### src/rtl/inst_rom_ctrl_pkg.sv
// Shared types and constants for the byte-serial instruction ROM controller.
package inst_rom_ctrl_pkg;

  localparam int INST_W      = 32;
  localparam int INST_ADDR_W = 32;
  localparam logic [INST_W-1:0] ZERO_WORD = '0;

  typedef enum logic [1:0] {
    IRC_IDLE  = 2'd0,
    IRC_FETCH = 2'd1,
    IRC_RESP  = 2'd2
  } irc_state_e;

endpackage

### src/rtl/inst_rom_ctrl.sv
// Serves 32-bit instruction fetches from a byte-wide external memory (4 reads
// per word) with a one-word last-fetch buffer; hit 1 cycle, miss 5 cycles.
module inst_rom_ctrl
  import inst_rom_ctrl_pkg::*;
#(
  parameter int ADDR_W = 17
) (
  input  logic                   clk,
  input  logic                   rst,
  input  logic                   rom_ce_i,
  input  logic [INST_ADDR_W-1:0] rom_addr_i,
  input  logic                   flush_i,
  output logic [INST_W-1:0]      rom_data_o,
  output logic                   rom_ready_o,
  output logic [ADDR_W-1:0]      mem_a_o,
  output logic                   mem_rd_o,
  input  logic [7:0]             mem_din_i
);

  localparam int TAG_W = ADDR_W - 2;

  irc_state_e        state_q, state_d;
  logic [1:0]        cnt_q, cnt_d;
  logic [TAG_W-1:0]  base_q, base_d;
  logic [23:0]       asm_q, asm_d;
  logic [INST_W-1:0] buf_word_q, buf_word_d;
  logic [TAG_W-1:0]  buf_tag_q, buf_tag_d;
  logic              buf_vld_q, buf_vld_d;
  logic [INST_W-1:0] data_q, data_d;

  logic [TAG_W-1:0]  req_tag;
  logic [1:0]        cnt_inc;
  logic              hit;
  logic              unused_addr_bits;

  // Address bits above the memory space and the byte offset are don't-care.
  assign req_tag          = rom_addr_i[ADDR_W-1:2];
  assign unused_addr_bits = ^{rom_addr_i[INST_ADDR_W-1:ADDR_W], rom_addr_i[1:0]};
  assign cnt_inc          = cnt_q + 2'd1;
  assign hit              = buf_vld_q && (buf_tag_q == req_tag) && !flush_i;

  assign rom_data_o  = data_q;
  assign rom_ready_o = (state_q == IRC_RESP);

  always_comb begin
    state_d    = state_q;
    cnt_d      = cnt_q;
    base_d     = base_q;
    asm_d      = asm_q;
    buf_word_d = buf_word_q;
    buf_tag_d  = buf_tag_q;
    buf_vld_d  = flush_i ? 1'b0 : buf_vld_q;
    data_d     = data_q;
    mem_a_o    = '0;
    mem_rd_o   = 1'b0;

    // Gated while reset is held so no stray strobe leaves during reset.
    if (!rst) begin
      case (state_q)
        IRC_IDLE: begin
          if (rom_ce_i) begin
            if (hit) begin
              data_d  = buf_word_q;
              state_d = IRC_RESP;
            end else begin
              base_d   = req_tag;
              mem_a_o  = {req_tag, 2'b00};
              mem_rd_o = 1'b1;
              cnt_d    = 2'd0;
              state_d  = IRC_FETCH;
            end
          end
        end

        IRC_FETCH: begin
          if (!rom_ce_i) begin
            cnt_d   = 2'd0;
            state_d = IRC_IDLE;
          end else if (req_tag != base_q) begin
            base_d   = req_tag;
            mem_a_o  = {req_tag, 2'b00};
            mem_rd_o = 1'b1;
            cnt_d    = 2'd0;
          end else begin
            case (cnt_q)
              2'd0:    asm_d[7:0]   = mem_din_i;
              2'd1:    asm_d[15:8]  = mem_din_i;
              2'd2:    asm_d[23:16] = mem_din_i;
              default: begin
                // Last byte arrives straight into the buffer; fill beats flush.
                buf_word_d = {mem_din_i, asm_q};
                buf_tag_d  = base_q;
                buf_vld_d  = 1'b1;
                data_d     = {mem_din_i, asm_q};
                state_d    = IRC_RESP;
              end
            endcase
            if (cnt_q != 2'd3) begin
              mem_a_o  = {base_q, cnt_inc};
              mem_rd_o = 1'b1;
            end
            cnt_d = cnt_inc;
          end
        end

        IRC_RESP: state_d = IRC_IDLE;

        default: state_d = IRC_IDLE;
      endcase
    end
  end

  always_ff @(posedge clk) begin
    if (rst) begin
      state_q    <= IRC_IDLE;
      cnt_q      <= 2'd0;
      base_q     <= '0;
      asm_q      <= '0;
      buf_word_q <= ZERO_WORD;
      buf_tag_q  <= '0;
      buf_vld_q  <= 1'b0;
      data_q     <= ZERO_WORD;
    end else begin
      state_q    <= state_d;
      cnt_q      <= cnt_d;
      base_q     <= base_d;
      asm_q      <= asm_d;
      buf_word_q <= buf_word_d;
      buf_tag_q  <= buf_tag_d;
      buf_vld_q  <= buf_vld_d;
      data_q     <= data_d;
    end
  end

endmodule

### config.mk
export PLATFORM = sky130hd
export DESIGN_NAME = inst_rom_ctrl
export DESIGN_NICKNAME = d
export VERILOG_FILES = /design/src/rtl/inst_rom_ctrl_pkg.sv /design/src/rtl/inst_rom_ctrl.sv
export SDC_FILE = /design/constraint.sdc
export NUM_CORES = 1
export LEC_CHECK = 0
export BUFFER_PORTS_ARGS = -buffer_cell sky130_fd_sc_hd__buf_2
export CAP_MARGIN = 20
export CORE_AREA = 2 2 142 144
export DETAILED_ROUTE_END_ITERATION = 7
export DIE_AREA = 0 0 144 146
export GPL_TIMING_DRIVEN = 0
export PLACE_DENSITY = 0.56
export SLEW_MARGIN = 20
export SYNTH_ARGS = -nofsm -noshare
export SYNTH_HDL_FRONTEND = slang
export SYNTH_SLANG_ARGS = --single-unit
export TNS_END_PERCENT = 5
### constraint.sdc
create_clock -name clk -period 4.6 [get_ports clk]
set_clock_uncertainty 0.2 [all_clocks]
set_input_delay 0.23 -clock clk [delete_from_list [all_inputs] [get_ports clk]]
set_output_delay 0.23 -clock clk [all_outputs]
set_load 0.03 [all_outputs]
# ---- After elaboration in Yosys (flattened, before gate mapping)
# Cells that the tools add are included.
dict set report word_totals {
  regBits 123
  latch_bits 0
  mem_bits_rw 0
  rom_bits 0
  inputBits 44
  out_inout_bits 51
  word_cells 85
  mem_count 0
}
dict set report classes {
  addsub 1
  multipliers 0
  div 0
  order_cmp 0
  eq_ne 16
  n_shift 0
  muxes 41
  bitwise_logic 2
  n_reduce_logical 15
}
# op n
set op_table {}
lappend op_table {{$mux W32} 5}
lappend op_table {{$mux W17} 6}
lappend op_table {{$pmux W32 S2} 1}
lappend op_table {{$mux W15} 4}
lappend op_table {{$pmux W17 S2} 1}
lappend op_table {{$pmux W15 S2} 1}
lappend op_table {{$mux W2} 9}
lappend op_table {{$ne A2 B2 Y1 const B} 8}
lappend op_table {{$reduce_and A4 Y1} 4}
lappend op_table {{$eq A15 B15 Y1} 1}
lappend op_table {{$ne A15 B15 Y1} 1}
lappend op_table {{$mux W1} 11}
lappend op_table {{$pmux W2 S2} 2}
lappend op_table {{$ne A3 B3 Y1 const B} 2}
lappend op_table {{$reduce_and A3 Y1} 2}
lappend op_table {{$reduce_and A6 Y1} 1}
lappend op_table {{$reduce_and A5 Y1} 1}
lappend op_table {{$eq A2 B1 Y1 const B} 2}
lappend op_table {{$eq A2 B2 Y1 const B} 2}
lappend op_table {{$logic_not A2 Y1} 2}
lappend op_table {{$reduce_or A3 Y1} 1}
lappend op_table {{$add A2 B1 Y2 const B} 1}
lappend op_table {{$logic_and A1 B1 Y1} 2}
lappend op_table {{$not A1 Y1} 2}
lappend op_table {{other kinds (3)} 3}

# ---- Longest topological paths before layout
# Gate-level depths: netlist of run 1.
dict set report depth {
  ltp_word 7
  depth_mapped 7
  mapped_depth_nobuf 5
}

# ---- Least setup slack after synthesis of run 1
# No wires, ideal clock.
dict set report synth_path {
  path_type {register to output}
  from {register base_q[12]}
  to {output port mem_a_o[0]}
  t_arrival_ns 2.167
  t_required_ns 4.170
  path_slack_ns 2.003
  stages_incl_launch_ff 6
  path_cell_list {dfxtp_1 xor2_1 nor4_4 nand4_4 clkbuf_1 nor4_1}
}
dict set report synth_via {
  elab_chain_cells 5
}
# item line
set synth_rtl {}
lappend synth_rtl {{from (decl)} inst_rom_ctrl.sv:24} ;# logic [TAG_W-1:0] base_q, base_d;
lappend synth_rtl {{from (signal assigned)} inst_rom_ctrl.sv:126} ;# base_q <= base_d;
lappend synth_rtl {{$ne A15 B15 Y1} inst_rom_ctrl.sv:79} ;# end else if (req_tag != base_q) begin
lappend synth_rtl {{$mux W17} inst_rom_ctrl.sv:79}
lappend synth_rtl {{$mux W17} inst_rom_ctrl.sv:76} ;# if (!rom_ce_i) begin
lappend synth_rtl {{$pmux W17 S2} inst_rom_ctrl.sv:59} ;# case (state_q)
lappend synth_rtl {{$mux W17} inst_rom_ctrl.sv:58} ;# if (!rst) begin
lappend synth_rtl {{to (decl)} inst_rom_ctrl.sv:15} ;# output logic [ADDR_W-1:0] mem_a_o,
# No other way between the ends.

# ---- Worst setup path in the final report of run 1
dict set report layout_path {
  from {input port rom_addr_i[10]}
  to {output port mem_a_o[13]}
}
dict set report layout_via {
  elab_chain_cells 7
  elab_cells_between_ends 10
}
# item line
set layout_rtl {}
lappend layout_rtl {{from (decl)} inst_rom_ctrl.sv:11} ;# input logic [INST_ADDR_W-1:0] rom_addr_i,
lappend layout_rtl {{$eq A15 B15 Y1} inst_rom_ctrl.sv:40} ;# assign hit = buf_vld_q && (buf_tag_q == req_tag) && !flush_i;
lappend layout_rtl {{$logic_and A1 B1 Y1 (2 in a row)} inst_rom_ctrl.sv:40}
lappend layout_rtl {{$mux W17} inst_rom_ctrl.sv:62} ;# if (hit) begin
lappend layout_rtl {{$mux W17} inst_rom_ctrl.sv:61} ;# if (rom_ce_i) begin
lappend layout_rtl {{$pmux W17 S2 *} inst_rom_ctrl.sv:59}
lappend layout_rtl {{$mux W17 *} inst_rom_ctrl.sv:58}
# Every way passes the cells marked *; elsewhere a longest branch is shown, timed or not.

==> metrics.md, run 1 <==
| Metric | Value |
|---|---|
| Status | `completed` |
| Hold Path Depth | `4` |
| Critical Path AT | `approximately 3.0 ns` |
| HP Start | `rom_ce_i` |
| Area grow syn2layout | `24.9%` |
| Top cells by area, synth | `dfxtp_1 40%, mux2i_1 7.7%, mux2_4 7.4%, a21oi_1 6.1%, nand3_1 5.8%` |
| R2r setup slk | `2.11 ns` |
| RR Startpoint | `cnt_q[0]` |
| Crit-path max cell delay | `around 0.54 ns` |
| Yosys cell types | `34` |
| Global route overflow | `0` |
| Port bufs | `76` |
| Cell taking the most area after synthesis | `dfxtp_1` |
| Vias | `roughly 5200` |
| Worst path slowest cell | `dlygate4sd3_1` |
| Setup_tns | `0 ns` |
| Internal power | `1980 µW` |
| Largest delay share family, worst path | `buffers and inverters` |
| Critical Path Sink Type | `output pin` |
| Largest net degree at the start of global routing | `17` |
| CTS Root Cell | `clkbuf_16` |
| TritonCTS clock tree | `done` |
| Leakage Power | `0.00313 µW` |
| Clock Power Share | `0.503` |
| Initial Util | `0.315` |
| # H-tree levels | `4` |
| Crit path buf inv count | `4` |
| CP Cell Sequence | `dlygate4sd3_1 -> buf_2 -> xor2_1 -> nor4_4 -> nand4_4 -> nor4_4 -> buf_4 -> o2bb2ai_1 -> buf_2` |
| Number of global-route vias before repair | `around 5000` |
| RR Endpoint | `buf_tag_q[3]` |
| Row Count | `between 50 and 60` |
| Post-Syn Area | `a little over 6000 µm²` |
| Seq pwr share | `0.424` |
| Worst Path Max Fanout | `10` |
| Final Hold Vio Count | `0` |
| Die area | `21000 µm²` |
| FILL cells | `1991` |
| Peak VDD IR | `0.243 mV` |
| Layout cells sized above 1 | `0.205` |
| Pins Over Slew Limit | `0` |
| Final nets | `between 800 and 900` |
| Combinational group share of total power | `0.073` |
| Die width | `between 100 and 150 µm` |
| Synthesized flop and latch total | `123` |
| Avg Synthesized Cell Area | `roughly 9 µm²` |
| CTS buffer count | `17` |
| RSZ-0062 raised after global routing | `no` |
| Latest clock arrival within the worst-skew pair | `between 0.4 and 0.5 ns` |
| I/O pin count | `95` |
| Warnings from Yosys | `0` |
| Worst Path Required | `4.17 ns` |
| Startpoint class of the critical path | `input pin` |
| Share of the synthesized area in the top cell type | `0.404` |
| Relative slew margins | `0.563` |
| Post-layout min period | `approximately 3.4 ns` |
| Worst reg2reg path depth | `6` |
| Register area share after synthesis | `0.404` |
| GPL Wtd Cong | `around 0.8` |
| Pwr/cell area | `roughly 340 nW/µm²` |
| Post-synth EDFFs | `0` |
| DRC Markers | `0` |
| Drt first pass iters | `6` |
| Psw | `585 µW` |
| Cells after Synth | `~660` |
| Clock-pin slew on the worst setup and hold paths | `roughly 0.05 ns` |
| Synthesized Nets | `approximately 700` |
| Global-route wire length before repair | `27500 µm` |
| Die height | `146 µm` |
| Highest clock rate | `294 MHz` |
| Measured slew at the worst slew-check pin | `about 0.66 ns` |
| Sink Count | `123` |
| Antenna-violating nets left | `0` |
| Total power | `around 2600 µW` |
| Switching Fraction | `0.228` |
| Ys flop type | `dfxtp_1` |
| Final WL | `16900 µm` |
| Post-synth ARST share | `0` |
| Via-per-instance ratio | `~4.9` |
| Max-cap violation count | `0` |
| GR Util All Layers | `0.167` |
| Iter 0 DRT Violations | `between 300 and 400` |
| Max clock buf depth | `2` |
| Path category of the worst min-delay check | `in2reg` |
| Hold path endpoint | `state_q[0]` |
| Initial antenna violation count | `0` |
| Final setup vio count | `0` |
| Crit Path Class | `in2out` |
| Total core area | `19300 µm²` |
| WL/cell | `around 16 µm` |
| Period utilisation layout | `0.740` |
| Ant diodes | `0` |
| Hpwl dp | `between 10000 and 15000 µm` |
-- cells in the final DEF (no fill, tap or decap), drive strengths merged --
cell | netlist | final
and4 | 2 | 2
and3b | 1 | 1
o211ai | 2 | 2
nor4 | 6 | 6
buf | 18 | 94
xnor2 | 18 | 18
a21oi | 74 | 74
mux2i | 47 | 47
o2bb2ai | 15 | 15
bufinv | 0 | 1
nand4 | 6 | 6
nor2b | 34 | 34
ha | 4 | 4
mux2 | 32 | 32
nand2 | 2 | 2
or4 | 1 | 1
xor2 | 12 | 12
inv | 7 | 7
clkbuf | 41 | 68
nor3 | 3 | 3
o21ba | 1 | 1
and3 | 1 | 1
a22oi | 2 | 2
dfxtp | 123 | 123
or2 | 1 | 1
nand2b | 32 | 32
nor2 | 36 | 36
o21ai | 71 | 71
dlygate4sd3 | 0 | 24
nand3 | 71 | 71
-- per-stage QoR --
stage	instance area, µm²	std cells	hold WS [ns]	setup slack, ns	utilization
floorplan	6100	663	0.178	2.00	-
global placement	6810	1004	0.261	1.83	0.352
detailed placement	6810	1004	0.267	1.83	0.352
CTS	7610	1056	0.109	1.27	0.394
global route	7610	1056	0.145	1.09	0.394
finish	7610	1056	0.132	1.20	0.394
-- cells by family after synthesis --
family          share of synthesized area
fa+ha+maj                         0.00821
simple gates                        0.186
flops                               0.404
xor+xnor                           0.0431
compound gates                      0.152
mux                                 0.155
buf+inv                            0.0527
-- how the worst max path moves through the flow --
stage,end,from,slack (ns),depth (start not counted)
after floorplan,mem_a_o[0],base_q[12],2.00,5
after global routing,mem_a_o[12],rom_addr_i[10],1.09,9
after CTS,mem_a_o[14],rom_addr_i[10],1.27,9
final,mem_a_o[13],rom_addr_i[10],1.20,9
after detailed placement,mem_a_o[14],rom_addr_i[10],1.83,8
after global placement,mem_a_o[13],rom_addr_i[10],1.83,8
-- per-layer routing --
metal / global-route usage / up-vias / routed length, µm
li1: - / 2567 / -
met1: 0.242 / 2477 / 8420
met3: 0.0362 / 20 / 823
met4: 0.0539 / 0 / 188
met5: 0 / - / 0
met2: 0.245 / 137 / 7490
-- cell usage after synthesis (3+ instances only) --
cell and number:
o21ai_0 71, xnor2_1 18, mux2_4 30, inv_1 7
nand3_1 71, clkbuf_1 41, buf_2 5, nor2_1 36
nor3_1 3, dfxtp_1 123, nor2b_1 34, a21oi_1 74
xor2_1 12, buf_6 5, nand4_1 5, nor4_4 4
o2bb2ai_1 15, ha_1 4, buf_4 8, mux2i_1 47
nand2b_1 32
-- cell type report --
type	count	area [µm²]	share of cell area
well taps	265	332	0.0436
clock inverters	1	30.0	0.00394
flip-flops and latches	123	2460	0.323
clock buffers	27	533	0.0700
multi-input cells	474	3310	0.435
plain buffers	59	295	0.0388
repair buffers	100	621	0.0815
inverters	7	26.3	0.00345
-- registers in the layout, summed over array words and instances (netlist names) --
register	count
buf_word_q	32
rom_data_o	32
asm_q	24
base_q	15
buf_tag_q	15
cnt_q	2
state_q	2
buf_vld_q	1
-- worst reg2reg max path: stages, from the launching register on --
cell	delay, ns
dfxtp_1	0.41
ha_1	0.17
clkbuf_1	0.39
clkbuf_1	0.46
clkbuf_1	0.51
nand3_1	0.14
a21oi_1	0.14
-- power groups by stage --
stage	Clock (µW)	Sequential, µW	Combinational [µW]
floorplan	0	1110	111
global placement	0	1110	171
detailed placement	0	1110	170
CTS	1310	1090	187
global route	1360	1090	202
finish	1290	1090	187
-- what timing repair did --
action	CTS	global route
setup buffers	0	0
gates resized for setup	0	0
hold buffers	24	0
hold endpoints to repair	48	0
Note: power is estimated with default switching activity, not from simulation.
==> inputs of run 2 (changes only) <==
PLACE_DENSITY = 0.58   (was 0.56)
clock period = 3.1 ns   (was 4.6 ns; I/O delays follow)
==> run 2 against run 1 <==
  * Sequential share of layout area shrank 0.23 points
  * Critical path depth is the same
  * Sequential power grew 49%
  * Clock-buffer cell count shrank 8
  * Non-clock buffer count grew 1
  * Hold slack lost 0.092 ns
  * First-iteration DRC count shrank 16%
==> metrics.md, run 2 (same netlist as run 1, synthesis figures left out) <==
| Metric | Value |
|---|---|
| Number of global-route vias before repair | `4957` |
| Crit-path max cell delay | `0.58 ns` |
| Worst Path Required | `roughly 2.7 ns` |
| Path category of the worst min-delay check | `in2reg` |
| # H-tree levels | `4` |
| Final WL | `16800 µm` |
| Latest clock arrival within the worst-skew pair | `~0.44 ns` |
| CTS Root Cell | `clkbuf_16` |
| Hold Worst Slack | `roughly 0.040 ns` |
| R2r setup slk | `0.64 ns` |
| Highest clock rate | `~330 MHz` |
| Worst Path Max Fanout | `10` |
| Global route overflow | `0` |
| Ant diodes | `0` |
| Worst path slowest cell | `or4_4` |
| Drt first pass iters | `4` |
| Vias | `5096` |
| Crit path launch | `rom_addr_i[12]` |
| Global-route wire length before repair | `~27000 µm` |
| Critical Path AT | `between 2 and 3 ns` |
| I/O pin count | `95` |
| Hpwl dp | `between 10000 and 15000 µm` |
| Relative slew margins | `0.525` |
| Row Count | `51` |
| Crit Path Class | `in2out` |
| Setup_tns | `0 ns` |
| Final nets | `around 830` |
| Pins Over Slew Limit | `0` |
| Iter 0 DRT Violations | `~300` |
| Via-per-instance ratio | `between 4 and 5` |
| Final Hold Vio Count | `0` |
| DRC Markers | `0` |
| Max-cap violation count | `0` |
| Largest net degree at the start of global routing | `17` |
| GR Util All Layers | `0.164` |
| Final setup vio count | `0` |
| Clock-pin slew on the worst setup and hold paths | `0.05 ns` |
| Max clock buf depth | `2` |
| FILL cells | `slightly below 2000` |
| Die height | `146 µm` |
| Setup ws final | `0.0840 ns` |
| Placed inst area | `6810 µm²` |
| Leakage Power | `~0.0032 µW` |
| Period utilisation layout | `0.973` |
| Die width | `about 140 µm` |
| RSZ-0062 raised after global routing | `yes` |
| Sink Count | `around 120` |
| GPL Wtd Cong | `0.798` |
| Total core area | `about 19000 µm²` |
| Most common cell on crit path | `buf_2` |
| CP Cell Sequence | `dlygate4sd3_1 -> buf_2 -> xnor2_2 -> nand4_1 -> or4_4 -> a22oi_4 -> buf_2 -> o2bb2ai_1 -> buf_2` |
| Measured slew at the worst slew-check pin | `roughly 0.71 ns` |
| Startpoint class of the critical path | `input pin` |
| Final core utilization | `0.397` |
| Port bufs | `76` |
| Post-layout min period | `3.02 ns` |
| TritonCTS clock tree | `done` |
| Critical Path Sink Type | `output pin` |
| Area grow syn2layout | `25.8%` |
| Peak VDD IR | `about 0.4 mV` |
| Initial Util | `0.315` |
| Post-Place Setup Slack | `between 0.4 and 0.5 ns` |
| Design area | `about 7700 µm²` |
| Pwr/cell area | `around 500 nW/µm²` |
| CTS buffer count | `17` |
| Layout cells sized above 1 | `0.219` |
| WL/cell | `15.9 µm` |
| HP Start | `rom_ce_i` |
| Antenna-violating nets left | `0` |
| RR Startpoint | `cnt_q[0]` |
| Status | `completed` |
| Most common cell after layout, fill and taps aside | `dfxtp_1` |
| Initial antenna violation count | `0` |
| Die area | `21000 µm²` |
| Most frequent cells in the layout | `123 x dfxtp_1, 81 x buf_2, 74 x a21oi_1, 71 x nand3_1, 71 x o21ai_0` |
## run 2: changes by cell type in the layout (fill, tap and decap cells not counted), moves of 2 or more
| cell | delta |
|---|---|
| clkinv_2 | +3 |
| inv_6 | +2 |
| clkinv_4 | +3 |
| clkinvlp_4 | +3 |
| clkbuf_8 | -5 |
| clkbuf_1 | -4 |
## run 2: worst max-delay path: cells and delay by family
| family | cells | cell delay (ns) |
|---|---|---|
| AND/OR/NAND/NOR | 2 | 0.79 |
| XOR/XNOR | 1 | 0.21 |
| AO/OA/AOI/OAI | 2 | 0.35 |
| buffers and inverters | 4 | 1.14 |
## run 2: layout make-up
type	count	area [µm²]	area share
flip-flops and latches	123	2460	0.321
well taps	265	332	0.0432
plain buffers	59	297	0.0387
clock inverters	13	141	0.0184
multi-input cells	474	3330	0.434
clock buffers	19	453	0.0591
repair buffers	101	628	0.0819
inverters	7	26.3	0.00343
## run 2: per-stage QoR
stage | total power, µW | instances
floorplan | 1810 | 663
global placement | 1900 | 1004
detailed placement | 1900 | 1004
CTS | 3920 | 1061
global route | 4030 | 1061
finish | 3890 | 1061
## run 2: repair_timing
item,CTS,global route
hold buffers,24,0
setup buffers,1,0
endpoints found under the setup margin,5,17
pin swaps,1,2
resized for setup,0,5
hold endpoints to repair,48,0
## run 2: worst paths after layout
check / to / cells after the start
worst min register to register: buf_word_q[10] / 2
worst min-delay path: state_q[0] / 4
worst max register to register: buf_word_q[27] / 7
worst max-delay path: mem_a_o[10] / 9
## run 2: layer usage
metal  global-route usage  up-vias  part of all wire
met5                    0        -                 0
met4               0.0480        0            0.0081
met3               0.0405        9             0.046
met2                0.242      109              0.45
met1                0.236     2409              0.49
li1                     -     2569                 -
## run 2: report_power, final
part | leakage [µW] | switching [µW] | internal, µW | total, µW
clock | 0.000286 | 765 | 1230 | 1990
sequential | 0.000993 | 19.9 | 1600 | 1620
combinational | 0.00188 | 168 | 108 | 276
==> inputs of run 3 (changes only) <==
CORE_AREA = 2 2 108 188   (was 2 2 142 144)
DIE_AREA = 0 0 110 190   (was 0 0 144 146)
==> run 3 against run 2 <==
  * Critical path depth unchanged
  * Clock-buffer cell count up 5
  * Hold slack better by 0.0048 ns
  * Die area down 0.59%
  * Maximum frequency up 2.0%
  * Power up 7.3%
  * Sequential share of layout area down 0.25 points
  * Critical path type unchanged
==> metrics.md, run 3 (same netlist as run 1, synthesis figures left out) <==
| Metric | Value |
|---|---|
| I/O pin count | `95` |
| CTS Root Cell | `clkbuf_16` |
| Vias | `~5200` |
| Most frequent cells in the layout | `123 x dfxtp_1, 80 x buf_2, 74 x a21oi_1, 71 x nand3_1, 71 x o21ai_0` |
| Worst Path Max Fanout | `10` |
| Via-per-instance ratio | `a little over 5` |
| Max clock buf depth | `2` |
| Worst Path Required | `between 2 and 3 ns` |
| Latest clock arrival within the worst-skew pair | `0.41 ns` |
| Pwr/cell area | `about 540 nW/µm²` |
| Most common cell after layout, fill and taps aside | `dfxtp_1` |
| Global route overflow | `0` |
| Final Hold Vio Count | `0` |
| Post-Layout Cell Count | `1042` |
| Path category of the worst min-delay check | `in2reg` |
| Layout cells sized above 1 | `0.213` |
| Final WL | `~17000 µm` |
| Largest delay share family, worst path | `buffers and inverters` |
| Highest clock rate | `338 MHz` |
| WL/cell | `16.7 µm` |
| Die height | `roughly 190 µm` |
| Port bufs | `76` |
| Crit Path Class | `in2out` |
| Antenna-violating nets left | `0` |
| Row Count | `between 60 and 70` |
| RR Startpoint | `cnt_q[0]` |
| Area of the multi-input gates | `between 3000 and 4000 µm²` |
| Setup_tns | `0 ns` |
| Startpoint class of the critical path | `input pin` |
| Global-route wire length before repair | `28100 µm` |
| Crit-path max cell delay | `~0.58 ns` |
| Iter 0 DRT Violations | `~230` |
| CTS buffer count | `17` |
| Total core area | `between 15000 and 20000 µm²` |
| Leakage Power | `0.00321 µW` |
| Drt first pass iters | `4` |
| Sink Count | `123` |
| HP Start | `rom_ce_i` |
| Peak VDD IR | `~0.33 mV` |
| Die width | `approximately 110 µm` |
| Clock-pin slew on the worst setup and hold paths | `approximately 0.050 ns` |
| FILL cells | `between 1500 and 2000` |
| GPL Wtd Cong | `between 0.8 and 0.9` |
| Critical Path Sink Type | `output pin` |
| Final setup vio count | `0` |
| Measured slew at the worst slew-check pin | `approximately 0.77 ns` |
| DRC Markers | `0` |
| Area grow syn2layout | `26.8%` |
| Hpwl dp | `12900 µm` |
| Most common cell on crit path | `buf_2` |
| Largest net degree at the start of global routing | `17` |
| Initial antenna violation count | `0` |
| Relative slew margins | `0.488` |
| GR Util All Layers | `0.175` |
| Final nets | `roughly 830` |
| # H-tree levels | `4` |
| RSZ-0062 raised after global routing | `no` |
| Crit path buf inv count | `4` |
| Period utilisation layout | `0.954` |
| TritonCTS clock tree | `done` |
| Critical Path AT | `2.60 ns` |
| Ant diodes | `0` |
| CP Cell Sequence | `dlygate4sd3_1 -> buf_2 -> xnor2_2 -> nand4_1 -> or4_4 -> a22oi_4 -> buf_4 -> o2bb2ai_1 -> buf_2` |
| Worst path slowest cell | `or4_4` |
| Placed Cells | `984` |
| Pins Over Slew Limit | `0` |
| Max-cap violation count | `0` |
| Register area | `around 2500 µm²` |
| Post-layout min period | `~3 ns` |
| Initial Util | `0.313` |
| Die area | `around 21000 µm²` |
| Crit path launch | `rom_addr_i[12]` |
| Number of global-route vias before repair | `5384` |
| Status | `completed` |
run 3: cell types whose count changed in the layout (fill, tap and decap cells not counted), sizes merged:
cell      change
buf           +3
bufinv        +4
clkinv        -5
clkinvlp      -3
clkbuf        +4
inv           -2
run 3: layer usage:
metal / share of wire / vias up / GRT usage / routed length (µm)
met5: 0 / - / 0 / 0
met4: 0.055 / 0 / 0.109 / 962
met3: 0.037 / 52 / 0.0322 / 644
met2: 0.53 / 129 / 0.307 / 9220
met1: 0.38 / 2487 / 0.188 / 6520
li1: - / 2574 / - / -
run 3: through the flow:
step           hold WS (ns)  instance area, µm²  setup slack (ns)   util  power [µW]
6_report             0.0451                7730             0.142  0.397        4170
5_1_grt              0.0661                7730            0.0119  0.397        4280
4_1_cts              0.0200                7710            0.0121  0.396        4200
3_5_place_dp          0.267                6780             0.370  0.348        1910
3_3_place_gp          0.259                6780             0.369  0.348        1910
2_1_floorplan         0.103                6100             0.578      -        1810
run 3: what timing repair did:
item                                   in CTS  in global routing
endpoints found under the hold margin      48                  0
setup buffers                               1                  3
setup endpoints to repair                   7                 16
pin swaps                                   2                  1
hold buffers                               24                  0
resized for setup                           2                  2
run 3: cell type report:
class,instances,area share
plain buffers,58,0.0382
clock buffers,24,0.0623
clock inverters,7,0.0240
inverters,7,0.00340
multi-input cells,474,0.430
flip-flops and latches,123,0.319
well taps,245,0.0397
repair buffers,104,0.0842
run 3: path summary, 6_finish.rpt:
path | to | slack (ns) | cells past startpoint
setup reg to reg | buf_tag_q[1] | 0.71 | 6
hold / removal | state_q[0] | 0.05 | 4
hold reg to reg | buf_word_q[1] | 0.27 | 2
setup / recovery | mem_a_o[14] | 0.14 | 9
run 3: worst min-delay path, stage by stage:
cell      delay (ns)
buf_2           0.12
nand2b_1        0.13
or2_2           0.15
nor3_1          0.05
run 3: power by group:
group | internal [µW] | switching, µW | total, µW
combinational | 109 | 173 | 281
sequential | 1600 | 19.7 | 1620
clock | 1570 | 701 | 2270
total | 3270 | 893 | 4170
